===== src/rtl/decode_alu_pipe.sv =====
// Decode stage for RV32I: resolves operands (with EX/MEM bypass), decodes ALU
// operands and function select, and holds the result in a decode/execute pipeline register.
module decode_alu_pipe #(
    parameter int XLEN   = 32,
    parameter bit SKID   = 1'b1,
    parameter bit FWD_EN = 1'b1
) (
    input  logic            clk,
    input  logic            rst_n,
    input  logic            flush,
    input  logic            in_valid,
    output logic            in_ready,
    input  logic [31:0]     in_inst,
    input  logic [XLEN-1:0] in_pc,
    input  logic [XLEN-1:0] rs1_val,
    input  logic [XLEN-1:0] rs2_val,
    input  logic            fwd_ex_en,
    input  logic [4:0]      fwd_ex_rd,
    input  logic [XLEN-1:0] fwd_ex_data,
    input  logic            fwd_mem_en,
    input  logic [4:0]      fwd_mem_rd,
    input  logic [XLEN-1:0] fwd_mem_data,
    output logic            out_valid,
    input  logic            out_ready,
    output logic [XLEN-1:0] out_op1,
    output logic [XLEN-1:0] out_op2,
    output logic [4:0]      out_alu_sel,
    output logic [4:0]      out_rd,
    output logic [2:0]      out_funct3,
    output logic            out_illegal
);
    localparam logic [4:0] ALU_NONE = 5'd0;
    localparam logic [4:0] ALU_ADD  = 5'd1;
    localparam logic [4:0] ALU_SLL  = 5'd2;
    localparam logic [4:0] ALU_SLT  = 5'd3;
    localparam logic [4:0] ALU_SLTU = 5'd4;
    localparam logic [4:0] ALU_XOR  = 5'd5;
    localparam logic [4:0] ALU_SRL  = 5'd6;
    localparam logic [4:0] ALU_SRA  = 5'd7;
    localparam logic [4:0] ALU_OR   = 5'd8;
    localparam logic [4:0] ALU_AND  = 5'd9;
    localparam logic [4:0] ALU_LUI  = 5'd10;

    localparam logic [6:0] OPC_OP     = 7'b0110011;
    localparam logic [6:0] OPC_OP_IMM = 7'b0010011;
    localparam logic [6:0] OPC_LOAD   = 7'b0000011;
    localparam logic [6:0] OPC_STORE  = 7'b0100011;
    localparam logic [6:0] OPC_LUI    = 7'b0110111;
    localparam logic [6:0] OPC_AUIPC  = 7'b0010111;
    localparam logic [6:0] OPC_JAL    = 7'b1101111;
    localparam logic [6:0] OPC_JALR   = 7'b1100111;
    localparam logic [6:0] OPC_BRANCH = 7'b1100011;

    // beat layout: {illegal, funct3, rd, sel, op2, op1}
    localparam int BW = 2 * XLEN + 14;

    function automatic logic [XLEN-1:0] sext32(input logic [31:0] v);
        sext32 = XLEN'($signed(v));
    endfunction

    function automatic logic [XLEN-1:0] resolve(input logic [4:0] idx,
                                                input logic [XLEN-1:0] rf_val);
        if (idx == 5'd0) begin
            resolve = {XLEN{1'b0}};
        end else if (FWD_EN && fwd_ex_en && (fwd_ex_rd == idx)) begin
            resolve = fwd_ex_data;
        end else if (FWD_EN && fwd_mem_en && (fwd_mem_rd == idx)) begin
            resolve = fwd_mem_data;
        end else begin
            resolve = rf_val;
        end
    endfunction

    function automatic logic [4:0] f3_sel(input logic [2:0] f3, input logic alt);
        case (f3)
            3'b000:  f3_sel = ALU_ADD;
            3'b001:  f3_sel = ALU_SLL;
            3'b010:  f3_sel = ALU_SLT;
            3'b011:  f3_sel = ALU_SLTU;
            3'b100:  f3_sel = ALU_XOR;
            3'b101:  f3_sel = alt ? ALU_SRA : ALU_SRL;
            3'b110:  f3_sel = ALU_OR;
            3'b111:  f3_sel = ALU_AND;
            default: f3_sel = ALU_NONE;
        endcase
    endfunction

    logic [6:0]      opcode;
    logic [2:0]      f3;
    logic [XLEN-1:0] rs1_r, rs2_r, imm_i, imm_s, imm_u, shamt;
    logic [XLEN-1:0] dec_op1, dec_op2;
    logic [4:0]      dec_sel, dec_rd;
    logic            dec_illegal;
    logic [BW-1:0]   dec_beat;

    assign opcode = in_inst[6:0];
    assign f3     = in_inst[14:12];
    assign rs1_r  = resolve(in_inst[19:15], rs1_val);
    assign rs2_r  = resolve(in_inst[24:20], rs2_val);
    assign imm_i  = sext32({{20{in_inst[31]}}, in_inst[31:20]});
    assign imm_s  = sext32({{20{in_inst[31]}}, in_inst[31:25], in_inst[11:7]});
    assign imm_u  = sext32({in_inst[31:12], 12'h000});
    assign shamt  = XLEN'(in_inst[24:20]);

    // Instruction decode into ALU operands, function select and destination
    always_comb begin
        dec_op1     = {XLEN{1'b0}};
        dec_op2     = {XLEN{1'b0}};
        dec_sel     = ALU_NONE;
        dec_rd      = in_inst[11:7];
        dec_illegal = 1'b0;
        case (opcode)
            OPC_OP: begin
                dec_op1 = rs1_r;
                dec_op2 = ((f3 == 3'b000) && in_inst[30]) ? ({XLEN{1'b0}} - rs2_r) : rs2_r;
                dec_sel = f3_sel(f3, in_inst[30]);
            end
            OPC_OP_IMM: begin
                dec_op1 = rs1_r;
                dec_op2 = ((f3 == 3'b001) || (f3 == 3'b101)) ? shamt : imm_i;
                dec_sel = f3_sel(f3, in_inst[30]);
            end
            OPC_LOAD: begin
                if ((f3 == 3'b011) || (f3 == 3'b110) || (f3 == 3'b111)) begin
                    dec_sel = ALU_NONE;
                end else begin
                    dec_op1 = rs1_r;
                    dec_op2 = imm_i;
                    dec_sel = ALU_ADD;
                end
            end
            OPC_STORE: begin
                dec_rd = 5'd0;
                if (f3 <= 3'b010) begin
                    dec_op1 = rs1_r;
                    dec_op2 = imm_s;
                    dec_sel = ALU_ADD;
                end else begin
                    dec_sel = ALU_NONE;
                end
            end
            OPC_LUI: begin
                dec_op1 = XLEN'(in_inst[31:12]);
                dec_sel = ALU_LUI;
            end
            OPC_AUIPC: begin
                dec_op1 = in_pc;
                dec_op2 = imm_u;
                dec_sel = ALU_ADD;
            end
            OPC_JAL: begin
                dec_op1 = in_pc;
                dec_op2 = XLEN'(4'd4);
                dec_sel = ALU_ADD;
            end
            OPC_JALR: begin
                if (f3 == 3'b000) begin
                    dec_op1 = in_pc;
                    dec_op2 = XLEN'(4'd4);
                    dec_sel = ALU_ADD;
                end else begin
                    dec_sel = ALU_NONE;
                end
            end
            OPC_BRANCH: begin
                dec_rd = 5'd0;
                case (f3)
                    3'b000, 3'b001: dec_sel = ALU_XOR;
                    3'b100, 3'b101: dec_sel = ALU_SLT;
                    3'b110, 3'b111: dec_sel = ALU_SLTU;
                    default:        dec_sel = ALU_NONE;
                endcase
                if (dec_sel != ALU_NONE) begin
                    dec_op1 = rs1_r;
                    dec_op2 = rs2_r;
                end else begin
                    dec_op1 = {XLEN{1'b0}};
                end
            end
            default: begin
                dec_illegal = 1'b1;
                dec_rd      = 5'd0;
            end
        endcase
    end

    assign dec_beat = {dec_illegal, f3, dec_rd, dec_sel, dec_op2, dec_op1};

    logic [BW-1:0] main_q, main_d, spare_q, spare_d;
    logic          main_valid_q, main_valid_d, spare_valid_q, spare_valid_d;
    logic          in_ready_q;
    logic          in_fire, out_fire;

    assign in_ready = SKID ? in_ready_q : (!main_valid_q || out_ready);
    assign in_fire  = in_valid && in_ready;
    assign out_fire = main_valid_q && out_ready;

    // Main/spare occupancy: spare only fills when main is held by a stall
    always_comb begin
        main_d        = main_q;
        spare_d       = spare_q;
        main_valid_d  = main_valid_q;
        spare_valid_d = spare_valid_q;
        if (flush) begin
            main_valid_d  = 1'b0;
            spare_valid_d = 1'b0;
        end else if (spare_valid_q) begin
            if (out_fire) begin
                main_d        = spare_q;
                spare_valid_d = 1'b0;
            end else begin
                spare_valid_d = 1'b1;
            end
        end else if (in_fire) begin
            if (main_valid_q && !out_ready) begin
                spare_d       = dec_beat;
                spare_valid_d = 1'b1;
            end else begin
                main_d       = dec_beat;
                main_valid_d = 1'b1;
            end
        end else if (out_fire) begin
            main_valid_d = 1'b0;
        end else begin
            main_valid_d = main_valid_q;
        end
    end

    // Pipeline register state with synchronous reset
    always_ff @(posedge clk) begin
        if (!rst_n) begin
            main_q        <= {BW{1'b0}};
            spare_q       <= {BW{1'b0}};
            main_valid_q  <= 1'b0;
            spare_valid_q <= 1'b0;
            in_ready_q    <= 1'b1;
        end else begin
            main_q        <= main_d;
            spare_q       <= spare_d;
            main_valid_q  <= main_valid_d;
            spare_valid_q <= spare_valid_d;
            in_ready_q    <= !spare_valid_d;
        end
    end

    assign out_valid   = main_valid_q;
    assign out_op1     = main_q[XLEN-1:0];
    assign out_op2     = main_q[2*XLEN-1:XLEN];
    assign out_alu_sel = main_q[2*XLEN+4:2*XLEN];
    assign out_rd      = main_q[2*XLEN+9:2*XLEN+5];
    assign out_funct3  = main_q[2*XLEN+12:2*XLEN+10];
    assign out_illegal = main_q[2*XLEN+13];

endmodule


===== config.mk =====
export PLATFORM = sky130hd
export DESIGN_NAME = decode_alu_pipe
export DESIGN_NICKNAME = d
export VERILOG_FILES = /design/src/rtl/decode_alu_pipe.sv
export SDC_FILE = /design/constraint.sdc
export NUM_CORES = 1
export LEC_CHECK = 0
export BUFFER_PORTS_ARGS = -buffer_cell sky130_fd_sc_hd__buf_2
export CORE_MARGIN = 3
export CORE_UTILIZATION = 29
export CTS_CLUSTER_DIAMETER = 150
export DETAILED_ROUTE_END_ITERATION = 10
export PLACE_DENSITY = 0.47
export SYNTH_ARGS = -nofsm -noshare
export SYNTH_HDL_FRONTEND = slang
export SYNTH_SLANG_ARGS = --single-unit

===== constraint.sdc =====
create_clock -name clk -period 5.59 [get_ports clk]
set_input_delay 0.8385 -clock clk [delete_from_list [all_inputs] [get_ports clk]]
set_output_delay 0.8385 -clock clk [all_outputs]
set_load 0.02 [all_outputs]

Word level (Yosys, flattened, before mapping):

Index checks and enable logic that the tools add are counted.
W data, S select, Z words.

* word-level logic and storage cells: 103
* register bits after elaboration: 159
* input port bits: 209
* output and inout port bits: 80

* magnitude comparators: 1
* bitwise logic cells: 3
* reduce and logical (&&, ||, !) cells: 30
* add/sub/neg operators: 1
* eq/ne operators: 23
* mux-type cells: 40

Operator list (count)
* $mux W32: 15
* $mux W78: 4
* $pmux W32 S8: 1
* $pmux W32 S7: 1
* $pmux W5 S8: 1
* $pmux W5 S7: 1
* $sub A1 B32 Y32 const A: 1
* $eq A7 B6 Y1 const B: 3
* $eq A7 B7 Y1 const B: 3
* $eq A5 B5 Y1: 4
* $eq A7 B5 Y1 const B: 2
* $mux W1: 13
* $eq A3 B3 Y1 const B: 4
* $reduce_or A2 Y1: 6
* $logic_not A5 Y1: 2
* $mux W5: 2
* $pmux W3 S3: 1
* $reduce_or A9 Y1: 1
* $logic_and A1 B1 Y1: 8
* $reduce_and A4 Y1: 2
* $eq A7 B2 Y1 const B: 1
* $reduce_or A7 Y1: 1
* $eq A3 B2 Y1 const B: 2
* $reduce_bool A5 Y1: 1
* 11 further kinds: 18

Longest topological paths before layout:

Gate-level depths: netlist of the first run.

* depth after elaboration: 11
* mapped depth: 19
* depth with buffers taken out: 14

Worst setup path before layout of the first run:

OpenSTA, ideal clock, no wires.

* path kind: input to register
* start point: input port in_inst[21]
* end point: register spare_q[52]
* library setup time: 0.086 ns
* stages: 19
* data arrival time: 4.074 ns
* buffers on the path: 7
* data required time: 5.504 ns
* setup slack: 1.430 ns
* cell sequence: buf_4 > xnor2_2 > and4_4 > nand2_2 > buf_6 > buf_2 > buf_2 > buf_2 > buf_1 > nand3_1 > o211ai_1 > ha_1 > and4_1 > buf_4 > nand2_2 > or4_1 > a21oi_1 > nor3_1 > a211oi_1

* word-level cells in the longest chain between the ends: 8
* elaborated cells on any way between the ends: 12
* those cells by class: add/sub (1); eq/ne (2); mux (6); reduce/logical (3)

RTL lines
* start: declaration: RTL line 13 `input logic [31:0] in_inst,`
* $eq A5 B5 Y1: RTL line 67 `end else if (FWD_EN && fwd_mem_en && (fwd_mem_rd == idx)) begin`
* $logic_and A1 B1 Y1: RTL line 67
* $mux W32: RTL line 67
* $mux W32: RTL line 65 `end else if (FWD_EN && fwd_ex_en && (fwd_ex_rd == idx)) begin`
* $mux W32 (*): RTL line 63 `if (idx == 5'd0) begin`
* $sub A1 B32 Y32: RTL line 115 `dec_op2 = ((f3 == 3'b000) && in_inst[30]) ? ({XLEN{1'b0}} - rs2_r) : rs2_r;`
* $mux W32: RTL line 115
* $pmux W32 S8 (*): RTL line 112 `case (opcode)`
* end signal: assignment: RTL line 233 `spare_q <= {BW{1'b0}};`
* end signal: assignment: RTL line 239 `spare_q <= spare_d;`
* end: declaration: RTL line 189 `logic [BW-1:0] main_q, main_d, spare_q, spare_d;`

Mark *: on every way between the ends. The rest lies on a longest branch, timed or not.
A chain may end at the register's enable or synchronous reset.

Final worst setup path of the first run:

* start point: input port in_inst[21]
* end point: register main_q[58]

* word-level cells in the longest chain between the ends: 11
* elaborated cells on any way between the ends: 15
* those cells by class: add/sub (1); eq/ne (2); mux (9); reduce/logical (3)

RTL lines
* $eq A5 B5 Y1: RTL line 67
* $logic_and A1 B1 Y1: RTL line 67
* $mux W32: RTL line 67
* $mux W32: RTL line 65
* $mux W32 (*): RTL line 63
* $sub A1 B32 Y32: RTL line 115
* $mux W32: RTL line 115
* $pmux W32 S8 (*): RTL line 112
* $mux W78 (*): RTL line 215 `if (main_valid_q && !out_ready) begin`
* $mux W78 (*): RTL line 214 `end else if (in_fire) begin`
* $mux W78 (*): RTL line 207 `end else if (spare_valid_q) begin`
* end signal: assignment: RTL line 232 `main_q <= {BW{1'b0}};`
* end signal: assignment: RTL line 238 `main_q <= main_d;`
* end: declaration: RTL line 189

Mark *: on every way between the ends. The rest lies on a longest branch, timed or not. The select of a mux whose other input is x is not followed.

==> flow_metrics.py, run 1 <==
metrics = {
    "die": {
        "dieArea_sq_mm": 0.0385,
        "coreArea_sq_mm": 0.0357,
        "ios": 289,
        "chipHeight_microns": 196,
        "rows": 69,
        "die-width_microns": 196,
        "start_util_pct": 29.4,
    },
    "timing": {
        "setup_viol": 0,
        "finalClockSkew_ns": 0.0154,
        "relSlewSlack_pct": 14.3,
        "worst_pin_slew_ns": 1.28,
        "hold_viol": 0,
        "fmax_mhz": 244,
        "rsz0062_at_grt": "no",
        "finalCritPeriodShare_pct": 73.5,
        "period_needed_ns": 4.11,
        "fin_tns_setup_ns": 0,
        "slew_viol_final": 0,
    },
    "critical_path": {
        "critPathKind": "primary input to flop",
        "startpoint": "in_inst[21]",
        "worstPathArrival_ns": 4.38,
        "r2r-end": "main_q[76]",
        "r2r_cells": 6,
        "max_stage_delay_ns": 0.57,
        "cp_max_fo": 17,
        "cp_num_buf_inv": 2,
        "slowest_stage": "nand3_1",
        "rrSetupSlack_ns": 2.48,
        "crit_chain": "buf_2 -> xnor2_2 -> nand3_1 -> buf_4 -> or4_4 -> o211ai_2 -> and4_1 -> nand4_1 -> nor3b_1 -> mux2i_1 -> o21a_1 -> o221ai_1",
        "cp.required_ns": 5.86,
        "endpoint": "main_q[58]",
        "end_kind": "flop",
        "regToRegStartpoint": "spare_valid_q",
        "cp.depth": 12,
        "worst_setup_path_start_kind": "primary input",
        "cp_top_family": "simple AND/OR/NAND/NOR gates",
    },
    "clock_tree": {
        "cts_buffer_depth": 2,
        "clock-sinks": 157,
        "ctsRootBufferMaster": "clkbuf_16",
        "cts-htree-levels": 4,
        "postCtsSetupRepairBufs": 0,
        "hold_buffers": 0,
        "clkTransAtPathRegs_ns": 0.06,
        "clkLatencyLatePin_ns": 0.45,
        "ctsResizeCount": 0,
        "numCtsBuffers": 17,
        "cts_tree": "yes",
    },
    "min_path": {
        "holdPathStages": 2,
        "min_path_type": "flop to flop",
        "hold_start": "main_q[3]",
    },
    "grt": {
        "grt_overflow": 0,
        "grt_pass1_wl_mm": 76.6,
        "grt_pass1_vias": 11400,
        "grt_usage_pct": 26.4,
        "grt_max_degree": 93,
        "antenna_found_initial": 6,
    },
    "detailed_routing": {
        "drc": 0,
        "dr_total_vias": 12000,
        "drt_iter0_markers": 1053,
        "ant_nets": 0,
        "via_per_inst": 5.73,
        "avgRoutedWirePerCell_microns": 25.1,
        "routed_wl_mm": 52.5,
        "first_pass_iters": 6,
    },
    "yosys": {
        "ys_ff_latch": 157,
        "syn_inst": 1418,
        "yosysSeqAreaShare_pct": 30.0,
        "synth_area_leaders": "dfxtp_1, nand2_1, o21ai_0, a21oi_1, mux2i_1",
        "synth_edf_count": 0,
        "synthesis.nets": 1628,
        "synth.most_common_cell": "nand2_1",
        "synthArstFlopShare_pct": 0,
        "ys.flop_type": "dfxtp_1",
        "yosys_warnings": 0,
        "synth_top_area_share_pct": 30.0,
        "netlist_area_sq_mm": 0.0105,
        "yosysTopAreaCell": "dfxtp_1",
        "avgSynthCellArea_sq_um": 7.40,
        "ys_top_cells_by_count": "nand2_1, dfxtp_1, o21ai_0",
        "yosysUniqueCellTypes": 76,
    },
    "placement": {
        "gp_congestion": 0.969,
        "io_buffer_count": 287,
        "dp_hpwl_mm": 39.8,
        "post_dp_cell_area_sq_mm": 0.0122,
    },
    "final_layout": {
        "final_area_sq_mm": 0.0127,
        "syn_to_final_growth_pct": 21.2,
        "nets": 1825,
        "drive_gt1_share_pct": 24.0,
    },
    "outcome": {
        "outcome": "complete, no violations",
    },
    "power_and_ir_drop": {
        "vdd_drop_max_mv": 0.216,
        "p_per_area_mw_per_mm2": 216,
        "p_leak_nw": 5.24,
    },
    "run": {
        "cap_violations": 0,
    },
}
[per-stage QoR]
| step | utilization [%] | setup slack [ns] | power (mW) | cells | hold slack [ns] |
|---|---|---|---|---|---|
| after floorplan | - | 1.43 | 1.43 | 1418 | 0.433 |
| after global placement | 34.1 | 1.16 | 1.67 | 2057 | 0.437 |
| after detailed placement | 34.1 | 1.12 | 1.67 | 2057 | 0.440 |
| after CTS | 35.6 | 1.55 | 2.77 | 2089 | 0.453 |
| after global routing | 35.7 | 1.21 | 2.86 | 2092 | 0.468 |
| final | 35.7 | 1.48 | 2.75 | 2093 | 0.449 |
[worst min-delay path by stage]
stage                  endpoint  slack (ns)
detailed placement   main_q[12]        0.44
global route        spare_q[41]        0.47
floorplan           spare_q[41]        0.43
global placement     main_q[16]        0.44
CTS                 spare_q[41]        0.45
finish                main_q[3]        0.45
[placed cells by master (no fill, tap or decap), types with 6 or more instances in the layout]
| cell type | netlist | final |
|---|---|---|
| dfxtp_1 | 157 | 156 |
| a21oi_1 | 92 | 92 |
| nand2_1 | 272 | 272 |
| a22oi_1 | 15 | 15 |
| nor3_1 | 40 | 40 |
| a221oi_1 | 8 | 7 |
| mux2i_1 | 44 | 44 |
| nor3b_1 | 6 | 6 |
| buf_2 | 18 | 286 |
| and2_1 | 6 | 6 |
| o21ai_0 | 136 | 135 |
| o31ai_1 | 8 | 8 |
| o311a_1 | 8 | 8 |
| inv_1 | 14 | 14 |
| a211oi_1 | 23 | 23 |
| nand3_1 | 76 | 76 |
| o211a_1 | 43 | 43 |
| o221ai_1 | 15 | 15 |
| a221o_1 | 12 | 11 |
| a311oi_1 | 14 | 14 |
| xnor2_1 | 12 | 12 |
| a31oi_1 | 15 | 15 |
| or3_1 | 6 | 6 |
| xnor2_2 | 6 | 6 |
| nor2_1 | 79 | 79 |
| xor2_1 | 19 | 19 |
| o211ai_1 | 22 | 22 |
| clkbuf_16 | 0 | 17 |
| nor4_1 | 12 | 9 |
| buf_4 | 5 | 34 |
| a222oi_1 | 22 | 22 |
[worst min-delay path: stages (launching register included)]
cell and delay [ns]:
dfxtp_1 0.31, nand2_1 0.05, a21oi_1 0.05
[where the power goes]
part	internal, mW	switching (mW)
Sequential	1.14	0.0114
Clock	0.601	0.490
Combinational	0.163	0.345
[flip-flops by register name, summed over array words and instances (netlist names)]
| register | flops |
|---|---|
| main_q | 77 |
| spare_valid_q | 1 |
| out_valid | 1 |
| in_ready | 1 |
| spare_q | 77 |
[cell families (layout without fill, tap and decap cells)]
family	after synthesis	count (layout)	synth area share [%]
compound gates	485	485	32.8
xor+xnor	37	37	3.52
fa+ha+maj	1	1	0.119
buf+inv	157	367	6.58
flops	157	157	30.0
mux	44	44	4.20
other cells	1	5	0.0357
simple gates	536	536	22.8
[metal layers]
metal	GRT usage (%)	vias to the layer above	share of wire, %
li1	-	5646	-
met4	6.84	6	1.9
met2	43.5	457	47
met1	36.0	5825	45
met5	0	-	0.063
met3	4.62	51	5.9
[final cells by class]
class                      instances  area [sq um]
fill                            3857         22900
multi-input combinational       1104          6700
sequential                       157          3150
timing repair buffer             320          1690
tap                              461           577
clock buffer                      22           474
clock inverter                    10          65.1
inverter                          15          56.3
antenna                            4          10.0
Note: power is estimated with default switching activity, not from simulation.
==> run 2, diff against run 1 <==
--- a/config.mk
+++ b/config.mk
@@ -10,7 +10,7 @@
 export CORE_UTILIZATION = 29
 export CTS_CLUSTER_DIAMETER = 150
 export DETAILED_ROUTE_END_ITERATION = 10
-export PLACE_DENSITY = 0.47
+export PLACE_DENSITY = 0.49
 export SYNTH_ARGS = -nofsm -noshare
 export SYNTH_HDL_FRONTEND = slang
 export SYNTH_SLANG_ARGS = --single-unit
==> constraint.sdc (replaced) <==
create_clock -name clk -period 3.6 [get_ports clk]
set_input_delay 0.54 -clock clk [delete_from_list [all_inputs] [get_ports clk]]
set_output_delay 0.54 -clock clk [all_outputs]
set_load 0.02 [all_outputs]
==> run 2 against run 1 <==
  * Critical path depth did not move
  * First-iteration DRC count rose by 0.19%
  * Global-route usage rose by 0.53 points
  * Non-clock buffer count rose by 85
  * Setup slack got worse by 1.2 ns
  * Clock-buffer cell count fell by 3
  * Critical path type unchanged
  * Die area did not move
  * Sequential power rose by 55%
  * Wire length rose by 1.7%
  * Clock skew fell by 0.0032 ns
  * Register-to-register slack got worse by 1.3 ns
  * Utilization rose by 2.2 points
==> flow_metrics.py, run 2 (same netlist as run 1, synthesis figures left out) <==
metrics = {
    "outcome": {
        "outcome": "complete, no violations",
    },
    "critical_path": {
        "critPathKind": "primary input to flop",
        "cp_max_fo": 19,
        "cp.required_ns": 3.89,
        "worst_setup_path_start_kind": "primary input",
        "rrSetupSlack_ns": 1.15,
        "end_kind": "flop",
        "worstPathArrival_ns": 3.59,
    },
    "placement": {
        "io_buffer_count": 287,
        "dp_hpwl_mm": 41.8,
        "gp_congestion": 0.982,
        "post_dp_cell_area_sq_mm": 0.0129,
        "place_ws_ns": -0.108,
    },
    "grt": {
        "grt_max_degree": 120,
        "grt_usage_pct": 27.0,
        "antenna_found_initial": 6,
        "grt_pass1_vias": 11800,
        "grt_pass1_wl_mm": 78.5,
        "grt_overflow": 0,
    },
    "power_and_ir_drop": {
        "p_per_area_mw_per_mm2": 330,
        "p_leak_nw": 5.69,
        "vdd_drop_max_mv": 0.294,
    },
    "detailed_routing": {
        "drt_iter0_markers": 1055,
        "avgRoutedWirePerCell_microns": 24.5,
        "routed_wl_mm": 53.4,
        "first_pass_iters": 8,
        "dr_total_vias": 12400,
        "ant_nets": 0,
        "drc": 0,
        "via_per_inst": 5.69,
    },
    "final_layout": {
        "layout_common_cells": "buf_2, nand2_1, dfxtp_1",
        "final_common_cell": "buf_2",
        "reg.largest.list": "main_q (77), spare_q (77)",
        "final_area_sq_mm": 0.0135,
        "drive_gt1_share_pct": 28.0,
        "fillers": 3786,
        "nets": 1910,
        "syn_to_final_growth_pct": 28.7,
    },
    "clock_tree": {
        "postCtsSetupRepairBufs": 0,
        "cts_buffer_depth": 2,
        "ctsResizeCount": 0,
        "clock-sinks": 157,
        "clkTransAtPathRegs_ns": 0.07,
        "cts-htree-levels": 4,
        "numCtsBuffers": 17,
        "ctsRootBufferMaster": "clkbuf_16",
        "clkLatencyLatePin_ns": 0.45,
        "hold_buffers": 0,
        "cts_tree": "yes",
    },
    "timing": {
        "fin_tns_setup_ns": 0,
        "finalClockSkew_ns": 0.0121,
        "fmax_mhz": 304,
        "relSlewSlack_pct": 31.4,
        "finalCritPeriodShare_pct": 91.4,
        "holdWs_ns": 0.393,
        "rsz0062_at_grt": "no",
        "setup_viol": 0,
        "timing.final.ws_setup_ns": 0.308,
        "hold_viol": 0,
        "worst_pin_slew_ns": 1.03,
        "period_needed_ns": 3.29,
        "slew_viol_final": 0,
    },
    "die": {
        "start_util_pct": 29.4,
        "coreArea_sq_mm": 0.0357,
        "rows": 69,
        "die-width_microns": 196,
        "chipHeight_microns": 196,
        "ios": 289,
        "dieArea_sq_mm": 0.0385,
    },
    "min_path": {
        "min_path_type": "primary input to flop",
    },
    "run": {
        "cap_violations": 0,
    },
}
## run 2: cell types whose count changed in the layout (fill, tap and decap cells not counted), moves of 2 or more
cell | before | now
buf_4 | 34 | 110
buf_12 | 0 | 9
clkinv_2 | 5 | 0
inv_6 | 1 | 5
clkinvlp_4 | 3 | 6
diode_2 | 4 | 1
clkbuf_1 | 2 | 0
## run 2: worst max-delay path, cell delays in order
cell,delay [ns]
buf_2,0.13
xnor2_1,0.17
nand3_1,0.34
buf_12,0.28
o21ai_0,0.38
a311oi_1,0.28
nor4_1,0.35
nand4_1,0.26
nor3b_1,0.34
mux2i_1,0.23
o21a_1,0.16
o221ai_1,0.11
## run 2: area by class of cell
class | instances | area (sq um) | share of cell area (%)
Antenna cell | 1 | 2.50 | 0.0185
Clock buffer | 19 | 453 | 3.35
Clock inverter | 13 | 130 | 0.963
Inverter | 15 | 56.3 | 0.417
Multi-Input combinational cell | 1104 | 6710 | 49.6
Sequential cell | 157 | 3150 | 23.3
Tap cell | 461 | 577 | 4.27
Timing Repair Buffer | 405 | 2440 | 18.0
## run 2: worst paths after layout
check	startpoint	endpoint	depth (start not counted)
hold reg to reg	main_q[6]	main_q[6]	2
setup reg to reg	spare_valid_q	main_q[19]	6
hold / removal	in_inst[8]	spare_q[70]	3
setup / recovery	in_inst[22]	main_q[58]	12
## run 2: through the flow
stage	instances	power, mW	utilization, %
finish	2175	4.46	37.9
global route	2175	4.62	37.9
CTS	2174	4.50	37.9
detailed placement	2142	2.68	36.2
global placement	2142	2.68	36.2
floorplan	1418	2.22	-
## run 2: layer usage
| layer | vias to the layer above | GRT usage (%) | part of all wire, % |
|---|---|---|---|
| met5 | - | 0.766 | 0.19 |
| li1 | 5810 | - | - |
| met4 | 12 | 8.16 | 2.9 |
| met3 | 83 | 4.36 | 6.5 |
| met2 | 501 | 44.0 | 46 |
| met1 | 5963 | 36.7 | 44 |
## run 2: power by group
part	internal [mW]	switching, mW	total [mW]
clock	1.00	0.811	1.81
combinational	0.313	0.557	0.870
sequential	1.76	0.0155	1.78
total	3.08	1.38	4.46
==> run 3, diff against run 2 <==
--- a/config.mk
+++ b/config.mk
@@ -8,9 +8,10 @@
 export BUFFER_PORTS_ARGS = -buffer_cell sky130_fd_sc_hd__buf_2
 export CORE_MARGIN = 3
 export CORE_UTILIZATION = 29
+export CTS_BUF_LIST = sky130_fd_sc_hd__clkbuf_2
 export CTS_CLUSTER_DIAMETER = 150
 export DETAILED_ROUTE_END_ITERATION = 10
-export PLACE_DENSITY = 0.49
+export PLACE_DENSITY = 0.47
 export SYNTH_ARGS = -nofsm -noshare
 export SYNTH_HDL_FRONTEND = slang
 export SYNTH_SLANG_ARGS = --single-unit
==> constraint.sdc (replaced) <==
create_clock -name clk -period 4 [get_ports clk]
set_input_delay 0.6 -clock clk [delete_from_list [all_inputs] [get_ports clk]]
set_output_delay 0.6 -clock clk [all_outputs]
set_load 0.02 [all_outputs]
==> run 3 against run 2 <==
  * Clock skew rose by 0.013 ns
  * Combinational power fell by 15%
  * Global-route usage fell by 0.62 points
  * Setup slack improved by 0.50 ns
  * Clock-buffer cell count did not move
  * Wire length fell by 2.1%
  * Cell area fell by 5.9%
  * Power fell by 29%
  * Worst hold slack got worse by 0.24 ns
  * Sequential cell count did not move
  * Via count fell by 0.83%
  * Highest routed layer unchanged
==> flow_metrics.py, run 3 (same netlist as run 1, synthesis figures left out) <==
metrics = {
    "outcome": {
        "outcome": "complete, no violations",
    },
    "clock_tree": {
        "numCtsBuffers": 17,
        "cts-htree-levels": 4,
        "cts_buffer_depth": 2,
        "clkTransAtPathRegs_ns": 0.22,
        "cts_tree": "yes",
        "clkLatencyLatePin_ns": 0.80,
        "clock-sinks": 157,
        "ctsRootBufferMaster": "clkbuf_2",
    },
    "placement": {
        "dp_hpwl_mm": 40.1,
        "post_dp_cell_area_sq_mm": 0.0125,
        "dp_cells": 2090,
        "io_buffer_count": 287,
        "gp_congestion": 0.981,
    },
    "die": {
        "rows": 69,
        "start_util_pct": 29.4,
        "dieArea_sq_mm": 0.0385,
        "ios": 289,
        "coreArea_sq_mm": 0.0357,
        "chipHeight_microns": 196,
        "die-width_microns": 196,
    },
    "min_path": {
        "holdPathStages": 3,
        "hold_path_end": "out_valid",
        "min_path_type": "primary input to flop",
        "hold_start": "flush",
    },
    "grt": {
        "grt_pass1_wl_mm": 76.7,
        "grt_overflow": 0,
        "grt_max_degree": 120,
        "antenna_found_initial": 4,
        "grt_usage_pct": 26.4,
        "grt_pass1_vias": 11600,
    },
    "timing": {
        "slew_viol_final": 0,
        "hold_viol": 0,
        "fin_tns_setup_ns": 0,
        "finalClockSkew_ns": 0.0256,
        "finalCritPeriodShare_pct": 79.8,
        "fmax_mhz": 313,
        "worst_pin_slew_ns": 0.909,
        "relSlewSlack_pct": 39.4,
        "setup_viol": 0,
        "rsz0062_at_grt": "no",
        "period_needed_ns": 3.19,
    },
    "final_layout": {
        "register_area_sq_mm": 0.00315,
        "fillers": 3877,
        "reg.largest.list": "main_q (77), spare_q (77)",
        "final_area_sq_mm": 0.0127,
        "nets": 1864,
        "final_common_cell": "buf_2",
        "drive_gt1_share_pct": 25.3,
        "final_cells": 2129,
        "layout_common_cells": "buf_2, nand2_1, dfxtp_1",
        "multiInputGateArea_sq_mm": 0.00670,
        "syn_to_final_growth_pct": 21.1,
    },
    "critical_path": {
        "cp.required_ns": 4.72,
        "cp_max_fo": 19,
        "r2r_cells": 6,
        "cp_top_family": "compound AO/OA/AOI/OAI gates",
        "max_stage_delay_ns": 0.44,
        "slowest_stage": "nand3_2",
        "startpoint": "in_inst[23]",
        "rrSetupSlack_ns": 1.40,
        "regToRegStartpoint": "spare_valid_q",
        "cp_num_buf_inv": 2,
        "critPathKind": "primary input to flop",
        "end_kind": "flop",
        "worstPathArrival_ns": 3.91,
        "r2r-end": "main_q[31]",
        "crit_chain": "buf_2 -> xnor2_2 -> nand3_2 -> buf_4 -> o21ai_0 -> a311oi_1 -> nor4_4 -> nand2_1 -> nor3_1 -> a21oi_1 -> a311o_1 -> a21o_1",
        "worst_setup_path_start_kind": "primary input",
    },
    "detailed_routing": {
        "drc": 0,
        "first_pass_iters": 6,
        "via_per_inst": 5.76,
        "ant_nets": 0,
        "drt_iter0_markers": 1126,
        "avgRoutedWirePerCell_microns": 24.6,
        "dr_total_vias": 12300,
        "routed_wl_mm": 52.3,
    },
    "power_and_ir_drop": {
        "combPwrFrac_pct": 23.3,
        "p_per_area_mw_per_mm2": 249,
        "p_int_mw": 2.06,
        "p_leak_nw": 5.29,
        "vdd_drop_max_mv": 0.190,
        "p_sw_share_pct": 34.8,
        "power.switching_mw": 1.10,
        "power_frac_seq_pct": 50.8,
        "p_clk_share_pct": 25.9,
    },
    "run": {
        "cap_violations": 0,
    },
}
## run 3: worst max-delay path by stage
stage | to | slack, ns | cells past startpoint
2_1_floorplan | spare_q[52] | 0.08 | 19
3_3_place_gp | main_q[59] | 0.14 | 13
3_5_place_dp | spare_q[63] | 0.11 | 12
4_1_cts | spare_q[61] | 1.06 | 12
5_1_grt | spare_q[61] | 0.81 | 12
6_report | main_q[63] | 0.81 | 12
## run 3: cell type report
cell class,count,share of cell area (%)
sequential,157,24.8
antenna,2,0.0394
clock inverter,12,0.778
multi-input combinational,1104,52.7
tap,461,4.54
clock buffer,19,0.748
timing repair buffer,359,16.0
inverter,15,0.443
## run 3: timing repair
| action | in CTS | in global routing |
|---|---|---|
| resized for setup | 0 | 0 |
| hold endpoints to repair | 7 | 0 |
| buffers inserted | 0 | 0 |
| endpoints found under the setup margin | 0 | 0 |
| hold buffers | 6 | 0 |
## run 3: power groups by stage
stage / Combinational (mW) / Sequential [mW] / Clock, mW
5_1_grt: 0.782 / 1.61 / 0.928
3_5_place_dp: 0.716 / 1.64 / 0
4_1_cts: 0.723 / 1.61 / 0.869
2_1_floorplan: 0.348 / 1.65 / 0
3_3_place_gp: 0.720 / 1.64 / 0
6_report: 0.737 / 1.61 / 0.818
## run 3: stage by stage
stage | hold slack (ns) | power (mW) | setup slack [ns] | util (%)
2_1_floorplan | 0.433 | 2.00 | 0.0789 | -
6_report | 0.155 | 3.16 | 0.806 | 35.6
5_1_grt | 0.0565 | 3.32 | 0.815 | 35.6
4_1_cts | 0.0314 | 3.20 | 1.06 | 35.6
3_3_place_gp | 0.438 | 2.36 | 0.138 | 34.9
3_5_place_dp | 0.441 | 2.35 | 0.115 | 34.9
## run 3: worst reg2reg max path: stages (launching register included)
cell     delay (ns)
dfxtp_4        0.68
inv_1          0.11
nand3_1        0.18
a221o_2        0.78
buf_4          0.52
nand2_1        0.11
a21oi_1        0.14
## run 3: routing by layer
metal,global-route usage (%),routed length (microns),part of all wire [%]
met5,0,23,0.044
met4,8.71,1650,3.2
met3,4.69,3540,6.8
met2,42.0,23800,46
met1,36.1,23300,44
